<file path="src/rtl/ar_demux12_stream.sv">
// ar_demux12_stream: registered 1-to-N valid/ready demultiplexer with a one-word holding register per channel.
// Define AR_DEMUX_CNT_EN to build the per-channel delivery counters (cnt_clr / cnt_out).
module ar_demux12_stream #(
  parameter int WIDTH = 1,
  parameter int SEL_W = 1,
  parameter int CNT_W = 16,
  localparam int N = 2 ** SEL_W
) (
  input  logic               clk,
  input  logic               rst_n,
  input  logic               in_valid,
  output logic               in_ready,
  input  logic [WIDTH-1:0]   in_data,
  input  logic [SEL_W-1:0]   sel,
  output logic [N-1:0]       out_valid,
  input  logic [N-1:0]       out_ready,
  output logic [N*WIDTH-1:0] out_data,
  input  logic               cnt_clr,
  output logic [N*CNT_W-1:0] cnt_out
);

  logic [N-1:0]     buf_vld_reg;
  logic [N-1:0]     buf_vld_next;
  logic [WIDTH-1:0] buf_data_reg  [N];
  logic [WIDTH-1:0] buf_data_next [N];
  logic [N-1:0]     fill;
  logic [N-1:0]     drain;

  // A channel can take a word if it is empty or is emptying this very cycle.
  assign in_ready  = ~buf_vld_reg[sel] | out_ready[sel];
  assign out_valid = buf_vld_reg;
  assign drain     = buf_vld_reg & out_ready;

  genvar gi;
  generate
    for (gi = 0; gi < N; gi++) begin : g_ch
      assign fill[gi]          = in_valid & in_ready & (sel == SEL_W'(gi));
      assign buf_vld_next[gi]  = fill[gi] | (buf_vld_reg[gi] & ~drain[gi]);
      assign buf_data_next[gi] = fill[gi] ? in_data : buf_data_reg[gi];
      assign out_data[gi*WIDTH +: WIDTH] = buf_data_reg[gi];
    end
  endgenerate

  always_ff @(posedge clk) begin
    if (!rst_n) begin
      buf_vld_reg <= '0;
      for (int i = 0; i < N; i++) begin
        buf_data_reg[i] <= '0;
      end
    end else begin
      buf_vld_reg <= buf_vld_next;
      for (int i = 0; i < N; i++) begin
        buf_data_reg[i] <= buf_data_next[i];
      end
    end
  end

`ifdef AR_DEMUX_CNT_EN
  logic [CNT_W-1:0] cnt_reg  [N];
  logic [CNT_W-1:0] cnt_next [N];

  generate
    for (gi = 0; gi < N; gi++) begin : g_cnt
      // Clear wins over a handshake in the same cycle; the add wraps naturally.
      assign cnt_next[gi] = cnt_clr ? '0 : cnt_reg[gi] + CNT_W'(drain[gi]);
      assign cnt_out[gi*CNT_W +: CNT_W] = cnt_reg[gi];
    end
  endgenerate

  always_ff @(posedge clk) begin
    if (!rst_n) begin
      for (int i = 0; i < N; i++) begin
        cnt_reg[i] <= '0;
      end
    end else begin
      for (int i = 0; i < N; i++) begin
        cnt_reg[i] <= cnt_next[i];
      end
    end
  end
`else
  logic unused_cnt_clr;
  assign unused_cnt_clr = cnt_clr;
  assign cnt_out        = '0;
`endif

endmodule
</file>
<file path="config.mk">
export PLATFORM = sky130hd
export DESIGN_NAME = ar_demux12_stream
export DESIGN_NICKNAME = d
export VERILOG_FILES = /design/src/rtl/ar_demux12_stream.sv
export SDC_FILE = /design/constraint.sdc
export NUM_CORES = 1
export LEC_CHECK = 0
export ABC_AREA = 1
export CAP_MARGIN = 10
export CORE_MARGIN = 2
export CORE_UTILIZATION = 26
export DETAILED_ROUTE_END_ITERATION = 16
export GPL_ROUTABILITY_DRIVEN = 0
export PLACE_DENSITY = 0.84
export SYNTH_ARGS = -nofsm -noshare
export SYNTH_HDL_FRONTEND = slang
export SYNTH_SLANG_ARGS = --single-unit
</file>
<file path="constraint.sdc">
create_clock -name clk -period 0.8 [get_ports clk]
set_input_delay 0.08 -clock clk [delete_from_list [all_inputs] [get_ports clk]]
set_output_delay 0.08 -clock clk [all_outputs]
set_load 0.05 [all_outputs]
</file>
# After elaboration in Yosys (flattened, before gate mapping)
# Memories as Yosys holds them, arrays and structs flattened.
# Index checks and enable logic that the tools add are counted.
totals:
  reg_bits: 2
  latch_bits: 0
  ramBits: 2
  rom_bits: 0
  output_inout_bits: 37
  word_cells: 28
  memories: 1
op_classes:
  addsub: 0
  n_mul: 0
  div_mod_pow: 0
  magnitude_cmp: 1
  eq_ne: 0
  shift: 0
  n_mux: 10
  bitwise: 15
  reduce_logical: 0
memory_table:
  columns: ["name", "words", "word_bits", "read_ports", "rd_clocked_by_memory_dff", "write_ports", "line_no", "text"]
  rows:
  - ["buf_data_reg", 2, 1, 2, 0, 2, "24", "logic [WIDTH-1:0] buf_data_reg [N];"]
ops:
  columns: ["cell", "n"]
  rows:
  - ["$mux 1", 10]
  - ["$and 1x1->1", 5]
  - ["$or 1x1->1", 5]
  - ["$not 1->1", 4]
  - ["$and 2x2->2", 1]
  - ["$lt 1x2->1 const B", 1]

# Depth between registers and ports, before layout
# Gate-level depths: netlist of the first run.
logic_depth:
  ltp_word: 8
  mapped_depth: 6
  depth_no_buf: 6

# Least setup slack after synthesis of the first run
# No wires, ideal clock.
synth_path:
  kind: "register to output"
  from: "register buf_vld_reg[0], in the netlist out_valid[0]"
  to: "output in_ready"
  arrival_time_ns: 1.124
  required_time_ns: 0.720
  setup_slack_ns: -0.404
  stages_incl_launch_ff: 4
  path_buffers: 0
  cell_sequence: "dfxtp_1 -> nand2_2 -> nand2_1 -> nand2_1"
synth_between:
  elab_chain_cells: 4
synth_rtl:
  columns: ["element", "line_no", "text"]
  rows:
  - ["start: declaration", "22", "logic [N-1:0] buf_vld_reg;"]
  - ["start signal: assignment", "51", "buf_vld_reg <= buf_vld_next;"]
  - ["$mux 1 (not written as such) (2 in a row)", "30", "assign in_ready = ~buf_vld_reg[sel] | out_ready[sel];"]
  - ["$not 1->1", "30", null]
  - ["$or 1x1->1", "30", null]
  - ["end: declaration", "12", "output logic in_ready,"]
# No other way between the ends. The select of a mux whose other input is x is not followed.

# Worst setup path after layout of the first run
# Same ends and word-level chain as after synthesis.

==> metrics, run 1 <==
failing checks setup timing; YS warnings 0; via count 330; first-pass GRT wire length 1124 um; P&R area growth vs syn 34.15%; largest net degree at the start of global routing 5; drt drc 0; TNS Setup -547.5 ps; max-cap violations 0; Comb pwr share 55.1%; clk buf depth 2; dpl cells 96; maximum vdd drop 0.0004263 V; Antenna diodes 0; fin crit period 953.7 ps; vias in the first global route 304; number of synthesized register bits 4; final period utilization 119.2%; synth top area cells buf_4, dfxtp_1, nand2_1; Core Region 1689 um2; status finished with violations; Worst-path clk slew 40 ps; initial antenna violation count 0; Initial Util 27.11%; initial DRC count 5; CP Cell Sequence nand2_4 > nand2_4 > nand2_4 > buf_12; async set-reset flop share out of synthesis 0%; critical path startpoint category flop; top_reg_cell synth dfxtp_1; drt pass-1 iters 2; Syn Area/Cell 6.938 um2; share of cells above drive strength 1 33.33%; Skew-Pair Late Insertion Delay 230 ps; Yosys top cell area share 52.46%; I/O Buffers 11; Antenna Nets Post-Route 0; RSZ-0062 raised after global routing yes; count leader, synth buf_4; Clock H-tree levels 1; max-slew violations 0; count of different cell masters after synthesis 11; Worst Hold Class primary input to flop; root buffer selected by CTS clkbuf_4; clock sinks 4; Tot GR Track Use 7.945%; sequential area share after synthesis 17.49%; die area 2113 um2; post-route insts no fill 101; leakage power 0.3742 nW; post-synth top area cell buf_4; final WL 680 um; Congestion Overflow GR 0; NetSw 539.1 uW; Die H 45.97 um; nature of the critical path endpoint output pin; PwrDens 1694 nW/um2; delay-heaviest family, CP flip-flops; switching share of power 51.81%; WL/cell 6.733 um; WS Path Type flop to output pin; # fillers 184; Clock power frac 23.2%; DP HPWL 600.8 um; CTS tree built; Internal Power 501.5 uW; synthesized area 457.9 um2; pre-CTS WS -310.1 ps; Num CTS Buffers 3; WP data arrival 870 ps; number of enable flip-flop cells after synthesis 0; Critical Path Max Stage Delay 340 ps; die width 45.97 um; max frequency 1049 MHz; CP Buf/Inv Count 1; cell count after synthesis 66; final hold slack 449.9 ps; Critical Path Fanout Max 2; # setup viols final 7; Final nets 94; Synth top cells by count buf_4, nand2_1, inv_1, dfxtp_1; Layout Skew 0.03580 ps; Vias/cell 3.267; power share of the sequential group 21.6%; final hold vios 0; fin worst setup slack -153.7 ps; Post-CTS Hold Buffers 0; row count 15; Critical Path RT 720 ps; Top Ports 45; most frequent CP cell nand2_4; Slowest cell on crit path dfxtp_4
==> cell families after synthesis <==
logic type    Yosys count  synth area share (%)
flops                   4                 17.49
other cells             1                0.8189
simple gates           19                 21.04
buf+inv                42                 60.65
==> cell usage in the layout (no fill, tap or decap) <==
master	n
inv_2	3
conb_1	32
clkbuf_4	3
nand4_1	2
inv_1	7
dlygate4sd2_1	3
nor2_1	1
buf_12	5
buf_4	5
nand3_2	2
dfxtp_2	2
nand2_4	5
nand2_1	8
clkdlybuf4s50_1	3
dfxtp_4	2
nor2_2	1
==> power groups by stage <==
stage                     clock [mW]  combinational, mW  sequential [mW]
after floorplan                    0              0.516            0.269
after detailed placement           0              0.565            0.228
after global placement             0              0.559            0.229
final                          0.242              0.574            0.225
after global routing           0.261              0.604            0.227
after CTS                      0.257              0.571            0.226
==> worst paths after layout <==
kind / start / depth (start not counted) / slack (ps) / end
setup reg to reg: out_valid[1] / 6 / -50 / buf_data_reg[0][1]
hold / removal: out_ready[1] / 7 / 450 / out_valid[1]
setup / recovery: out_valid[0] / 4 / -150 / in_ready
hold reg to reg: buf_data_reg[0][0] / 4 / 540 / buf_data_reg[0][0]
==> metrics by stage <==
stage               power (mW)  util, %  area (um2)
finish                   1.041    36.37       614.3
global route             1.092    36.37       614.3
CTS                      1.053    36.07       609.3
detailed placement      0.7931    33.63       568.0
global placement        0.7877    33.63       568.0
floorplan               0.7851        -       604.3
==> what timing repair did <==
action,4_1_cts,5_1_grt
resized for setup,7,1
setup endpoints to repair,7,9
setup buffers,2,0
pin swaps,4,2
==> layout make-up <==
type,count,area [um2],area share (%)
Clock buffer,3,22.52,3.666
Inverter,10,37.54,6.110
Multi-Input combinational cell,51,249.0,40.53
Sequential cell,4,90.09,14.66
Tap cell,17,21.27,3.462
Timing Repair Buffer,16,193.9,31.57
==> routing by layer <==
layer / track usage [%] / vias to the layer above / part of all wire (%)
li1: - / 165 / -
met1: 7.075 / 142 / 30
met2: 12.22 / 21 / 55
met3: 2.778 / 2 / 12
met4: 10.29 / 0 / 2.8
met5: 0 / - / 0
==> worst register-to-register path, delay by kind of cell, from the launching register on <==
family,cells,cell delay (ps)
and+or+nand+nor,4,280
DFF,1,340
buffers and inverters,2,150
No activity file was read; power rests on OpenSTA's default activity.
==> run 2, diff against run 1 <==
--- a/config.mk
+++ b/config.mk
@@ -6,12 +6,12 @@
 export NUM_CORES = 1
 export LEC_CHECK = 0
 export ABC_AREA = 1
-export CAP_MARGIN = 10
 export CORE_MARGIN = 2
 export CORE_UTILIZATION = 26
 export DETAILED_ROUTE_END_ITERATION = 16
 export GPL_ROUTABILITY_DRIVEN = 0
 export PLACE_DENSITY = 0.84
+export RECOVER_POWER = 25
 export SYNTH_ARGS = -nofsm -noshare
 export SYNTH_HDL_FRONTEND = slang
 export SYNTH_SLANG_ARGS = --single-unit
==> results of run 2 <==
The final DEF is identical to that of run 1; final timing and power are the same.
